File: config.mk
export PLATFORM = sky130hd
export DESIGN_NAME = wb_mailbox_flat
export DESIGN_NICKNAME = d
export VERILOG_FILES = /design/src/rtl/wb_mailbox_if.sv /design/src/rtl/wb_mailbox.sv /design/src/flat_wrapper.sv
export SDC_FILE = /design/constraint.sdc
export NUM_CORES = 1
export LEC_CHECK = 0
export BUFFER_PORTS_ARGS = -buffer_cell sky130_fd_sc_hd__buf_2
export CAP_MARGIN = 5
export CORE_AREA = 2 2 146 183
export CTS_CLUSTER_SIZE = 28
export DETAILED_ROUTE_END_ITERATION = 10
export DIE_AREA = 0 0 148 185
export PLACE_DENSITY_LB_ADDON = 0.05
export SETUP_SLACK_MARGIN = 0.05
export SLEW_MARGIN = 10
export SYNTH_ARGS = -nofsm -noshare
export SYNTH_HDL_FRONTEND = slang
export SYNTH_SLANG_ARGS = --single-unit
File: constraint.sdc
create_clock -name clk -period 3.4 [get_ports clk]
set_clock_uncertainty 0.1 [all_clocks]
set_input_delay 0 -clock clk [delete_from_list [all_inputs] [get_ports clk]]
set_output_delay 0 -clock clk [all_outputs]
set_load 0.1 [all_outputs]
File: src/rtl/wb_mailbox_if.sv
// Wishbone classic slave bus bundle for the mailbox: host-driven request fields plus registered response.
// Master drives the strobe/cycle/address/data/select; slave returns read data and a one-cycle ack.
interface wb_mailbox_if;
    logic        wb_stb_i;
    logic        wb_cyc_i;
    logic        wb_we_i;
    logic [31:0] wb_adr_i;
    logic [31:0] wb_dat_i;
    logic [3:0]  wb_sel_i;
    logic [31:0] wb_dat_o;
    logic        wb_ack_o;

    modport master (
        output wb_stb_i, wb_cyc_i, wb_we_i, wb_adr_i, wb_dat_i, wb_sel_i,
        input  wb_dat_o, wb_ack_o
    );

    modport slave (
        input  wb_stb_i, wb_cyc_i, wb_we_i, wb_adr_i, wb_dat_i, wb_sel_i,
        output wb_dat_o, wb_ack_o
    );
endinterface

File: src/rtl/wb_mailbox.sv
// Wishbone mailbox bridging the bus to byte TX/RX streams via two FIFOs; optional irq under WB_MAILBOX_IRQ_EN.
// Latency: bus ack exactly one cycle after an accepted strobe; stream pops/pushes take effect on the same edge.
// Backpressure: out_valid/out_ready and in_valid/in_ready stream handshakes; full TX drops bus writes, empty RX reads 0.
module wb_mailbox #(
    parameter int FIFO_DEPTH = 8,
    parameter int CNT_W      = $clog2(FIFO_DEPTH) + 1
) (
    input  logic        clk,
    input  logic        rst,
    wb_mailbox_if.slave bus,
    output logic        out_valid,
    output logic [7:0]  out_data,
    input  logic        out_ready,
    input  logic        in_valid,
    input  logic [7:0]  in_data,
    output logic        in_ready
`ifdef WB_MAILBOX_IRQ_EN
    ,
    output logic        irq
`endif
);
    localparam int AW = $clog2(FIFO_DEPTH);

    typedef enum logic {IDLE, ACK} state_t;
    state_t state, state_n;

    always_ff @(posedge clk) begin
        if (rst) state <= IDLE;
        else     state <= state_n;
    end

    always_comb begin
        state_n = state;
        case (state)
            IDLE:    if (bus.wb_stb_i && bus.wb_cyc_i) state_n = ACK;
            ACK:     state_n = IDLE;
            default: state_n = IDLE;
        endcase
    end

    logic       accept, wr_en, rd_en, sel0;
    logic [1:0] reg_sel;
    assign accept  = (state == IDLE) && bus.wb_stb_i && bus.wb_cyc_i;
    assign wr_en   = accept && bus.wb_we_i;
    assign rd_en   = accept && !bus.wb_we_i;
    assign sel0    = bus.wb_sel_i[0];
    assign reg_sel = bus.wb_adr_i[3:2];
    assign bus.wb_ack_o = (state == ACK);

    logic unused_adr_bits;
    assign unused_adr_bits = ^{bus.wb_adr_i[31:4], bus.wb_adr_i[1:0]};

    logic [7:0]     tx_mem [FIFO_DEPTH];
    logic [7:0]     rx_mem [FIFO_DEPTH];
    logic [AW-1:0]  tx_wr, tx_rd, rx_wr, rx_rd;
    logic [CNT_W-1:0] tx_cnt, rx_cnt;
    logic tx_full, tx_empty, rx_full, rx_empty;
    logic enable, tx_ovf, rx_unf;
    logic [31:0] scratch;
`ifdef WB_MAILBOX_IRQ_EN
    logic rx_ie, tx_ie;
`endif

    assign tx_full  = (tx_cnt == CNT_W'(FIFO_DEPTH));
    assign tx_empty = (tx_cnt == '0);
    assign rx_full  = (rx_cnt == CNT_W'(FIFO_DEPTH));
    assign rx_empty = (rx_cnt == '0);

    logic ctrl_wr, tx_wr_req, tx_push, tx_pop, tx_flush;
    logic rx_rd_req, rx_push, rx_pop, rx_flush;
    assign ctrl_wr   = wr_en && sel0 && (reg_sel == 2'd2);
    assign tx_wr_req = wr_en && sel0 && (reg_sel == 2'd0);
    assign tx_push   = tx_wr_req && !tx_full;
    assign tx_pop    = out_valid && out_ready;
    assign tx_flush  = ctrl_wr && bus.wb_dat_i[1];
    assign rx_rd_req = rd_en && (reg_sel == 2'd0);
    assign rx_pop    = rx_rd_req && !rx_empty;
    assign rx_push   = in_valid && in_ready;
    assign rx_flush  = ctrl_wr && bus.wb_dat_i[2];

    assign out_valid = enable && !tx_empty;
    assign out_data  = tx_mem[tx_rd];
    assign in_ready  = enable && !rx_full;

    // Storage carries no reset; occupancy is tracked purely by the counters.
    always_ff @(posedge clk) begin
        if (tx_push) tx_mem[tx_wr] <= bus.wb_dat_i[7:0];
        if (rx_push) rx_mem[rx_wr] <= in_data;
    end

    always_ff @(posedge clk) begin
        if (rst || tx_flush) begin
            tx_wr  <= '0;
            tx_rd  <= '0;
            tx_cnt <= '0;
        end else begin
            if (tx_push) tx_wr <= tx_wr + AW'(1);
            if (tx_pop)  tx_rd <= tx_rd + AW'(1);
            tx_cnt <= tx_cnt + CNT_W'(tx_push) - CNT_W'(tx_pop);
        end
    end

    always_ff @(posedge clk) begin
        if (rst || rx_flush) begin
            rx_wr  <= '0;
            rx_rd  <= '0;
            rx_cnt <= '0;
        end else begin
            if (rx_push) rx_wr <= rx_wr + AW'(1);
            if (rx_pop)  rx_rd <= rx_rd + AW'(1);
            rx_cnt <= rx_cnt + CNT_W'(rx_push) - CNT_W'(rx_pop);
        end
    end

    logic [31:0] status_word, ctrl_word, rdata;
    assign status_word = {8'h00, 8'(rx_cnt), 8'(tx_cnt), 2'b00,
                          rx_unf, tx_ovf, rx_empty, rx_full, tx_empty, tx_full};
`ifdef WB_MAILBOX_IRQ_EN
    assign ctrl_word = {27'h0, tx_ie, rx_ie, 2'b00, enable};
`else
    assign ctrl_word = {31'h0, enable};
`endif

    always_comb begin
        rdata = '0;
        case (reg_sel)
            2'd0:    rdata = rx_empty ? 32'h0 : {24'h0, rx_mem[rx_rd]};
            2'd1:    rdata = status_word;
            2'd2:    rdata = ctrl_word;
            default: rdata = scratch;
        endcase
    end

    always_ff @(posedge clk) begin
        if (rst) begin
            tx_ovf          <= 1'b0;
            rx_unf          <= 1'b0;
            enable          <= 1'b0;
            scratch         <= '0;
            bus.wb_dat_o    <= '0;
`ifdef WB_MAILBOX_IRQ_EN
            rx_ie           <= 1'b0;
            tx_ie           <= 1'b0;
`endif
        end else begin
            if (tx_wr_req && tx_full)
                tx_ovf <= 1'b1;
            else if (wr_en && sel0 && (reg_sel == 2'd1) && bus.wb_dat_i[4])
                tx_ovf <= 1'b0;
            if (rx_rd_req && rx_empty)
                rx_unf <= 1'b1;
            else if (wr_en && sel0 && (reg_sel == 2'd1) && bus.wb_dat_i[5])
                rx_unf <= 1'b0;
            if (ctrl_wr) begin
                enable <= bus.wb_dat_i[0];
`ifdef WB_MAILBOX_IRQ_EN
                rx_ie  <= bus.wb_dat_i[3];
                tx_ie  <= bus.wb_dat_i[4];
`endif
            end
            if (wr_en && (reg_sel == 2'd3)) begin
                for (int b = 0; b < 4; b++)
                    if (bus.wb_sel_i[b]) scratch[8*b +: 8] <= bus.wb_dat_i[8*b +: 8];
            end
            if (accept) bus.wb_dat_o <= bus.wb_we_i ? 32'h0 : rdata;
        end
    end

`ifdef WB_MAILBOX_IRQ_EN
    always_ff @(posedge clk) begin
        if (rst) irq <= 1'b0;
        else     irq <= (rx_ie && !rx_empty) || (tx_ie && tx_empty);
    end
`endif
endmodule

File: src/flat_wrapper.sv
// flat-port wrapper written by rule: the top's interface ports become plain ports
module wb_mailbox_flat 
#(
    parameter int FIFO_DEPTH = 8,
    parameter int CNT_W      = $clog2(FIFO_DEPTH) + 1
)
  (clk, rst, out_valid, out_data, out_ready, in_valid, in_data, in_ready, bus_wb_stb_i, bus_wb_cyc_i, bus_wb_we_i, bus_wb_adr_i, bus_wb_dat_i, bus_wb_sel_i, bus_wb_dat_o, bus_wb_ack_o);
  wb_mailbox_if bus_i ();
  input  logic clk;
  input  logic rst;
  output logic out_valid;
  output logic [7:0] out_data;
  input  logic out_ready;
  input  logic in_valid;
  input  logic [7:0] in_data;
  output logic in_ready;
  input wire logic [$bits(bus_i.wb_stb_i)-1:0] bus_wb_stb_i;
  input wire logic [$bits(bus_i.wb_cyc_i)-1:0] bus_wb_cyc_i;
  input wire logic [$bits(bus_i.wb_we_i)-1:0] bus_wb_we_i;
  input wire logic [$bits(bus_i.wb_adr_i)-1:0] bus_wb_adr_i;
  input wire logic [$bits(bus_i.wb_dat_i)-1:0] bus_wb_dat_i;
  input wire logic [$bits(bus_i.wb_sel_i)-1:0] bus_wb_sel_i;
  output wire logic [$bits(bus_i.wb_dat_o)-1:0] bus_wb_dat_o;
  output wire logic [$bits(bus_i.wb_ack_o)-1:0] bus_wb_ack_o;
  assign bus_i.wb_stb_i = bus_wb_stb_i;
  assign bus_i.wb_cyc_i = bus_wb_cyc_i;
  assign bus_i.wb_we_i = bus_wb_we_i;
  assign bus_i.wb_adr_i = bus_wb_adr_i;
  assign bus_i.wb_dat_i = bus_wb_dat_i;
  assign bus_i.wb_sel_i = bus_wb_sel_i;
  assign bus_wb_dat_o = bus_i.wb_dat_o;
  assign bus_wb_ack_o = bus_i.wb_ack_o;
  wb_mailbox #(.FIFO_DEPTH(FIFO_DEPTH), .CNT_W(CNT_W)) u_core (.clk(clk), .rst(rst), .bus(bus_i), .out_valid(out_valid), .out_data(out_data), .out_ready(out_ready), .in_valid(in_valid), .in_data(in_data), .in_ready(in_ready));
endmodule
==> results_dict.tcl, run 1 <==
set metrics [dict create \
    status "complete, no violations" \
    crit_path_start_kind "flop" \
    drtPass1Iterations 5 \
    yosysMostFrequentCell "edfxtp_1" \
    worstMarginPinSlew_ns 0.9419 \
    ys_async_sr_fraction_pct 0 \
    wl_per_cell_um 17.87 \
    rsz0062_at_grt "no" \
    gp_congestion 0.7493 \
    ys_ff_latch 222 \
    dp_hpwl_mm 13.79 \
    slew_headroom_pct 37.12 \
    hold_viol 0 \
    cts_inserted_buffers 24 \
    dieArea_um2 27380 \
    crit_slowest_cell "nor2_1" \
    port_buffers 95 \
    synth_ff_type "edfxtp_1" \
    worst_ep_required_time_ns 3.44 \
    synth_compound_area_share_pct 5.341 \
    overflow 0 \
    clockBufferDepth 3 \
    routed.top_layer "met4" \
    syn_area_um2 8831 \
    crit_fanout 8 \
    layout-area-overhead-vs-synth_pct 28.65 \
    core.rowCount 66 \
    timing.hold.ws_ns 0.01891 \
    grt_pass1_wl_mm 32.09 \
    maxCapViolations 0 \
    dr.first_iter.drc_count 242 \
    synth_top_area_share_pct 43.53 \
    io_pins 126 \
    cts_tree "done" \
    routed_wl_mm 20.67 \
    grt_max_degree 44 \
    final_antenna_net_count 0 \
    utilization_pct 44.09 \
    max_stage_delay_ns 0.60 \
    worstPathCellList "nand3b_4 > dlygate4sd3_1 > nor4_4 > nand2b_1 > nor2_1" \
    fin_nets 900 \
    crit_arrival_ns 2.87 \
    cts_root_buf "clkbuf_16" \
    ys_top_cells_by_count "edfxtp_1, dfxtp_1, nor2_1" \
    placed_cell_area_um2 9746 \
    wl_met3_um 714 \
    finalCritPeriodShare_pct 83.36 \
    synthAdderAreaFrac_pct 2.720 \
    synth_edf_count 128 \
    hp-class "primary input to flop" \
    synth_simple_gate_area_share_pct 9.294 \
    grt_pass1_vias 5821 \
    synthTopCellsByArea "edfxtp_1, dfxtp_1, mux4_2" \
    p_leak_nw 4.313 \
    vias 5615 \
    tns_ns 0 \
    crit_path_end_kind "flop" \
    synth_top_family_by_area "multiplexers" \
    met2_length_mm 11.05 \
    synthXorXnorAreaFrac_pct 0.9918 \
    core_um2 25760 \
    crit_buf_inv 1 \
    finalSetupViolCount 0 \
    p_total_w 0.005839 \
    synthMuxAreaShare_pct 14.25 \
    syn_area_per_cell_um2 14.41 \
    report.final.slew_viol_count 0 \
    synth_cell_type_count 53 \
    cts.clk_slew.worst_paths_ns 0.06 \
    start_util_pct 34.28 \
    antenna_cells 0 \
    die_h_um 185 \
    vias_per_cell 4.853 \
    vdd_drop_max_v 0.0002757 \
    netlist_instances 613 \
    htree_levels 1 \
    drive_gt1_share_pct 26.07 \
    wl_met1_mm 8.358 \
    yosysWarningCount 0 \
    postSynthNetCount 714 \
    die_w_um 148 \
    fmax_mhz 352.8 \
    clock_latency_ns 0.51 \
    critPathKind "flop to flop" \
    critPathTopFamily "simple AND/OR/NAND/NOR gates" \
    period_minus_slack_ns 2.834 \
    drcViolationCount 0 \
    clock-sinks 222 \
    yosys.area.top_type "edfxtp_1" \
    final_area_um2 11360 \
    antenna_found_initial 1 \
    p_per_area_nw_per_um2 514.0 \
    synth-seq-area-share_pct 64.83 \
    grtUsageTotal_pct 15.08 \
]
## area by class of cell
| type | instances | area [um2] |
|---|---|---|
| tap | 340 | 425.4 |
| sequential | 222 | 5725 |
| clock inverter | 10 | 155.1 |
| multi-input combinational | 339 | 2879 |
| inverter | 20 | 75.07 |
| clock buffer | 34 | 709.4 |
| fill | 2431 | 14400 |
| timing repair buffer | 192 | 1391 |
## flip-flops by register name, indices dropped and copies added (netlist names), named ones only
name and count:
u_core.rx_mem 64, u_core.tx_mem 64, u_core.bus.wb_dat_o 32, u_core.scratch 32
u_core.rx_cnt 4, u_core.tx_cnt 4, u_core.rx_rd 3, u_core.rx_wr 3
u_core.tx_rd 3, u_core.tx_wr 3, u_core.bus.wb_ack_o 1, u_core.enable 1
u_core.rx_unf 1, u_core.tx_ovf 1
## layer usage
layer | track usage, % | vias to the layer above
met2 | 28.61 | 98
li1 | - | 2672
met3 | 2.094 | 43
met4 | 4.724 | 0
met5 | 0 | -
met1 | 17.46 | 2802
## repair_timing
item	4_1_cts	5_1_grt
setup endpoints to repair	0	0
hold buffers	75	0
endpoints found under the hold margin	184	0
setup buffers	0	0
resized for setup	0	0
## tightest hold or removal path, stage by stage
cell and delay (ns):
buf_2 0.10, nand4_2 0.28, mux2i_1 0.13, nor2_1 0.08
## cell families after synthesis
| family | after synthesis |
|---|---|
| compound gates | 64 |
| flops | 222 |
| buf+inv | 52 |
| mux | 87 |
| simple gates | 160 |
| xor+xnor | 10 |
| fa+ha+maj | 18 |
## power by group
| group | internal [W] | switching [W] | total [W] | leakage (nW) |
|---|---|---|---|---|
| sequential | 0.00284 | 0.00000375 | 0.00285 | 1.91 |
| combinational | 0.0000834 | 0.000117 | 0.000200 | 1.98 |
| clock | 0.00176 | 0.00104 | 0.00279 | 0.423 |
| total | 0.00468 | 0.00116 | 0.00584 | 4.31 |
## cell usage in the layout, fill, tap and decap left out, types with 3 or more instances in the layout
cell / netlist / routed
edfxtp_1: 128 / 128
buf_2: 13 / 95
dfxtp_1: 94 / 94
nor2_1: 90 / 90
dlygate4sd3_1: 0 / 75
mux2i_1: 44 / 44
clkbuf_16: 0 / 25
mux4_2: 23 / 23
buf_4: 0 / 22
inv_1: 20 / 20
a22oi_1: 19 / 19
nand2_1: 17 / 17
ha_1: 16 / 16
mux2_2: 15 / 15
a21oi_1: 13 / 13
nor3_1: 8 / 8
a222oi_1: 8 / 8
nand2b_1: 6 / 6
xor2_1: 6 / 6
mux4_1: 5 / 5
clkbuf_8: 0 / 5
nor3b_1: 4 / 4
or3b_2: 4 / 4
a21o_1: 4 / 4
or2_2: 4 / 4
xnor2_1: 4 / 4
clkbuf_1: 12 / 4
bufinv_16: 0 / 4
nand3_1: 3 / 3
and2_1: 3 / 3
nand4_1: 3 / 3
a221o_1: 3 / 3
a31oi_1: 3 / 3
o21ai_0: 3 / 3
nand4_2: 3 / 3
clkinv_2: 0 / 3
## per-stage QoR
step	setup slack [ns]	std cells
4_1_cts	0.4895	1157
5_1_grt	0.3283	1157
2_1_floorplan	0.4852	613
3_3_place_gp	0.6383	1038
6_report	0.5656	1157
3_5_place_dp	0.6243	1038
## final timing paths
| check | end | cells after the start | startpoint | slack, ns |
|---|---|---|---|---|
| worst max-delay path | u_core.tx_mem[2][4] | 5 | u_core.bus.wb_ack_o | 0.57 |
| worst min-delay path | u_core.scratch[31] | 4 | bus_wb_sel_i[3] | 0.02 |
| worst max register to register | u_core.tx_mem[2][4] | 5 | u_core.bus.wb_ack_o | 0.57 |
| worst min register to register | u_core.rx_unf | 2 | u_core.rx_unf | 0.37 |
(Power assumes the default switching activity.)
==> run 2: changes to the inputs <==
==> constraint.sdc (replaced) <==
create_clock -name clk -period 2.5 [get_ports clk]
set_clock_uncertainty 0.1 [all_clocks]
set_input_delay 0 -clock clk [delete_from_list [all_inputs] [get_ports clk]]
set_output_delay 0 -clock clk [all_outputs]
set_load 0.1 [all_outputs]
==> run 2 against run 1 <==
Compared with the run above:
- worst setup slack worse by 0.44 ns
- routed wire length down 0.39%
- die area unchanged
- cell count up 1.4%
- via count down 0.39%
- register-to-register slack worse by 0.44 ns
- power up 31%
- critical path depth up 1
- flip-flop and latch count unchanged
- utilization up 0.42 points
- global-route usage up 0.051 points
- critical path type unchanged
==> results_dict.tcl, run 2 (same netlist as run 1, synthesis figures left out) <==
set metrics [dict create \
    critPathKind "flop to flop" \
    io_pins 126 \
    crit_fanout 9 \
    tns_ns 0 \
    utilization_pct 44.51 \
    grt_max_degree 44 \
    die_h_um 185 \
    layout-area-overhead-vs-synth_pct 29.87 \
    grtUsageTotal_pct 15.13 \
    use_met3_pct 2.365 \
    cts_inserted_buffers 24 \
    rsz0062_at_grt "yes" \
    core_um2 25760 \
    overflow 0 \
    hold_viol 0 \
    fin_nets 916 \
    p_per_area_nw_per_um2 666.2 \
    htree_levels 1 \
    report.final.slew_viol_count 0 \
    status "complete, no violations" \
    fmax_mhz 421.8 \
    dieArea_um2 27380 \
    post_layout_nonfiller_instances 1173 \
    drcViolationCount 0 \
    dp_cells 1060 \
    routed_wl_mm 20.59 \
    finalCritPeriodShare_pct 94.84 \
    port_buffers 95 \
    final_common_cell "edfxtp_1" \
    antenna_found_initial 1 \
    wl_per_cell_um 17.55 \
    crit_path_end_kind "flop" \
    vias 5593 \
    dr.first_iter.drc_count 196 \
    vias_per_cell 4.768 \
    cts_root_buf "clkbuf_16" \
    slew_headroom_pct 38.36 \
    cts_tree "done" \
    p_total_w 0.007640 \
    finalSetupViolCount 0 \
    gr-usage-met1_pct 17.46 \
    placed_cell_area_um2 9940 \
    grt-busiest-layer "met2" \
    clock-sinks 222 \
    gp_congestion 0.7245 \
    final_antenna_net_count 0 \
    cts.clk_slew.worst_paths_ns 0.06 \
    die_w_um 148 \
    clock_latency_ns 0.51 \
    start_util_pct 34.28 \
    final_area_um2 11470 \
    worst_ep_required_time_ns 2.77 \
    period_minus_slack_ns 2.371 \
    dp_hpwl_mm 14.11 \
    drtPass1Iterations 4 \
    n_fill_cell 2370 \
    reg_top3 "u_core.rx_mem x64, u_core.tx_mem x64" \
    vdd_drop_max_v 0.0004211 \
    grt_pass1_vias 5866 \
    hp-class "primary input to flop" \
    crit_arrival_ns 2.64 \
    use_met2_pct 28.78 \
    grt_pass1_wl_mm 32.19 \
    mostFrequentLayoutCells "edfxtp_1, buf_2, dfxtp_1" \
    core.rowCount 66 \
    worstMarginPinSlew_ns 0.9212 \
    p_leak_nw 4.344 \
    crit_path_start_kind "flop" \
    maxCapViolations 0 \
    clockBufferDepth 3 \
    drive_gt1_share_pct 30.32 \
]
run 2: cell count changes in the layout (fill, tap and decap cells not counted), moves of 3 or more:
cell,change
or3b_4,+3
clkbuf_8,-4
inv_1,-6
buf_4,+23
dfxtp_1,-3
or3b_2,-3
clkbuf_1,+4
dlygate4sd3_1,-9
inv_2,+6
nand3_1,-3
ha_1,-4
run 2: area by class of cell:
type,count,area (um2),share of cell area [%]
diodes,2,5.005,0.04364
clock buffers,33,644.4,5.619
clock inverters,9,130.1,1.135
inverters,20,75.07,0.6546
multi-input cells,339,2952,25.74
flip-flops and latches,222,5732,49.98
well taps,340,425.4,3.709
repair buffers,208,1505,13.12
run 2: metrics by stage:
stage | worst slack (ns) | hold slack [ns]
final | 0.1290 | 0.02136
after global routing | 0.01427 | 0.04225
after CTS | 0.04255 | 0.01545
after detailed placement | -0.05153 | 0.1455
after global placement | 0.01265 | 0.1305
after floorplan | 0.05325 | -0.001131
run 2: final timing paths:
kind                            depth (start not counted)                  to           startpoint  slack [ns]
worst max-delay path                                    6  u_core.scratch[15]  u_core.bus.wb_ack_o        0.13
worst min-delay path                                    4  u_core.scratch[29]      bus_wb_sel_i[3]        0.02
worst max register to register                          6  u_core.scratch[15]  u_core.bus.wb_ack_o        0.13
worst min register to register                          2       u_core.rx_unf        u_core.rx_unf        0.39
run 2: where the power goes:
part / internal (W) / total (W) / switching (W)
sequential: 0.00387 / 0.00387 / 0.00000501
clock: 0.00211 / 0.00349 / 0.00138
combinational: 0.000118 / 0.000276 / 0.000158
run 2: timing repair:
item	4_1_cts	5_1_grt
gates resized for setup	5	18
endpoints found under the setup margin	6	28
cloned	0	0
setup buffers	0	3
hold buffers	66	0
pin swaps	1	6
endpoints found under the hold margin	186	0
run 2: worst max-delay path, stage by stage (launching register included):
cell and delay, ns:
dfxtp_4 0.34, and3b_1 0.30, buf_4 0.22, nand4_2 0.34, mux2i_1 0.29, dlygate4sd3_1 0.59
nor2_1 0.04
run 2: metal layers:
layer / share of wire [%] / up-vias
li1: - / 2706
met1: 41 / 2779
met2: 54 / 76
met3: 3.2 / 32
met4: 2.4 / 0
met5: 0 / -
==> run 3: changes to the inputs <==
==> constraint.sdc (replaced) <==
create_clock -name clk -period 2.1 [get_ports clk]
set_clock_uncertainty 0.1 [all_clocks]
set_input_delay 0 -clock clk [delete_from_list [all_inputs] [get_ports clk]]
set_output_delay 0 -clock clk [all_outputs]
set_load 0.1 [all_outputs]
==> run 3 against run 2 <==
Compared with the run above:
- the run now ends with negative setup slack left
- global-route usage up 0.21 points
- routed wire length up 2.5%
- combinational power up 27%
- flip-flop and latch count unchanged
- power up 14%
- first-iteration DRC count up 21%
- worst setup slack worse by 0.26 ns
- via count up 1.6%
- critical path type unchanged
==> results_dict.tcl, run 3 (same netlist as run 1, synthesis figures left out) <==
set metrics [dict create \
    crit_buf_inv 3 \
    grt_pass1_wl_mm 32.72 \
    hold_viol 0 \
    clock-sinks 222 \
    rsz0062_at_grt "yes" \
    grtUsageTotal_pct 15.34 \
    start_util_pct 34.28 \
    fmax_mhz 448.8 \
    period_minus_slack_ns 2.228 \
    critPathKind "flop to flop" \
    fin_ws_ns -0.1284 \
    htree_levels 1 \
    reg_top3 "u_core.rx_mem x64, u_core.tx_mem x64" \
    final_common_cell "edfxtp_1" \
    dieArea_um2 27380 \
    io_pins 126 \
    drive_gt1_share_pct 37.71 \
    r2r-start "u_core.tx_cnt[3]" \
    finalCritPeriodShare_pct 106.1 \
    hp-class "primary input to flop" \
    drtPass1Iterations 5 \
    cts_root_buf "clkbuf_16" \
    cts_inserted_buffers 23 \
    cts_tree "done" \
    status "finished, violations left" \
    endpoint "u_core.tx_cnt[2]" \
    wl_per_cell_um 17.78 \
    vdd_drop_max_v 0.0004552 \
    crit_cells 11 \
    max_stage_delay_ns 0.37 \
    grt_pass1_vias 5952 \
    gp_congestion 0.7411 \
    dp_hpwl_mm 14.44 \
    p_total_w 0.008719 \
    grt_max_degree 39 \
    clockBufferDepth 3 \
    core.rowCount 66 \
    layout-area-overhead-vs-synth_pct 36.91 \
    r2r_setup_slack_ns -0.13 \
    core_um2 25760 \
    crit_fanout 2 \
    p_per_area_nw_per_um2 721.2 \
    crit_arrival_ns 2.50 \
    port_buffers 95 \
    crit_slowest_cell "or3b_4" \
    vias 5685 \
    routed_wl_mm 21.11 \
    critPathTopFamily "adder cells" \
    antenna_found_initial 0 \
    clock_latency_ns 0.51 \
    crit_path_start_kind "flop" \
    dr.first_iter.drc_count 238 \
    n_fill_cell 2339 \
    die_h_um 185 \
    drcViolationCount 0 \
    mostFrequentLayoutCells "edfxtp_1, dfxtp_1, buf_2" \
    violations "negative setup slack" \
    p_leak_nw 4.573 \
    worstPathCellList "inv_2 > ha_4 > or3b_4 > nand3_2 > inv_2 > ha_4 > inv_2 > ha_4 > fa_2 > xnor2_2 > nor2_1" \
    reg2reg_depth 11 \
    worstMarginPinSlew_ns 0.5608 \
    worst_ep_required_time_ns 2.38 \
    maxCapViolations 0 \
    crit_path_start "u_core.tx_cnt[3]" \
    utilization_pct 46.93 \
    die_w_um 148 \
    cts.clk_slew.worst_paths_ns 0.06 \
    vias_per_cell 4.789 \
    report.final.slew_viol_count 0 \
    slew_headroom_pct 62.56 \
    finalSetupViolCount 26 \
    crit_path_end_kind "flop" \
    final_antenna_net_count 0 \
    overflow 0 \
    r2r-end "u_core.tx_cnt[2]" \
    fin_nets 932 \
]
## run 3: metrics by stage
stage	setup TNS (ns)	hold slack [ns]	setup WS [ns]	cell area [um2]	cells
after CTS	-1.893	0.01499	-0.1302	12010	1184
after global placement	-4.632	0.1309	-0.2171	10300	1079
final	-1.458	0.01579	-0.1284	12090	1187
after global routing	-3.882	0.04776	-0.2139	12090	1186
after floorplan	-1.316	-0.001131	-0.1901	8944	613
after detailed placement	-6.993	0.1419	-0.2797	10300	1079
## run 3: repair_timing
item	4_1_cts	5_1_grt
cloned	1	0
hold buffers	51	0
pin swaps	20	14
endpoints found under the hold margin	191	0
buffers inserted	15	3
gates resized for setup	96	16
endpoints found under the setup margin	96	125
## run 3: power by group
part | switching [W] | total [W] | internal [W]
clock | 0.00160 | 0.00376 | 0.00216
sequential | 0.00000623 | 0.00461 | 0.00460
combinational | 0.000196 | 0.000351 | 0.000154
## run 3: worst min path at each step
| stage | depth (start not counted) | slack [ns] | startpoint | to |
|---|---|---|---|---|
| floorplan | 0 | -0.001 | in_data[0] | u_core.rx_mem[0][0] |
| global placement | 3 | 0.13 | bus_wb_dat_i[27] | u_core.scratch[27] |
| detailed placement | 3 | 0.14 | bus_wb_dat_i[9] | u_core.scratch[9] |
| CTS | 4 | 0.01 | bus_wb_sel_i[3] | u_core.scratch[25] |
| global route | 4 | 0.05 | bus_wb_sel_i[3] | u_core.scratch[27] |
| finish | 4 | 0.02 | bus_wb_sel_i[3] | u_core.scratch[25] |
## run 3: layout make-up
type	instances	area, um2	area share (%)
flip-flops and latches	222	5738	47.46
clock inverters	13	91.34	0.7555
repair buffers	225	1921	15.89
multi-input cells	339	3232	26.73
well taps	340	425.4	3.519
diodes	1	2.502	0.02070
inverters	20	80.08	0.6623
clock buffers	27	600.6	4.967
## run 3: worst reg2reg max path, stage by stage, from the launching register on
cell and delay, ns:
dfxtp_2 0.32, inv_2 0.06, ha_4 0.12, or3b_4 0.37, nand3_2 0.08, inv_2 0.05
ha_4 0.26, inv_2 0.04, ha_4 0.15, fa_2 0.35, xnor2_2 0.16, nor2_1 0.05
## run 3: metal layers
metal | global-route usage (%) | part of all wire (%) | up-vias
met3 | 2.094 | 3.2 | 31
met5 | 0 | 0 | -
met4 | 4.457 | 2.2 | 0
met2 | 28.61 | 53 | 105
met1 | 18.37 | 41 | 2819
li1 | - | - | 2730
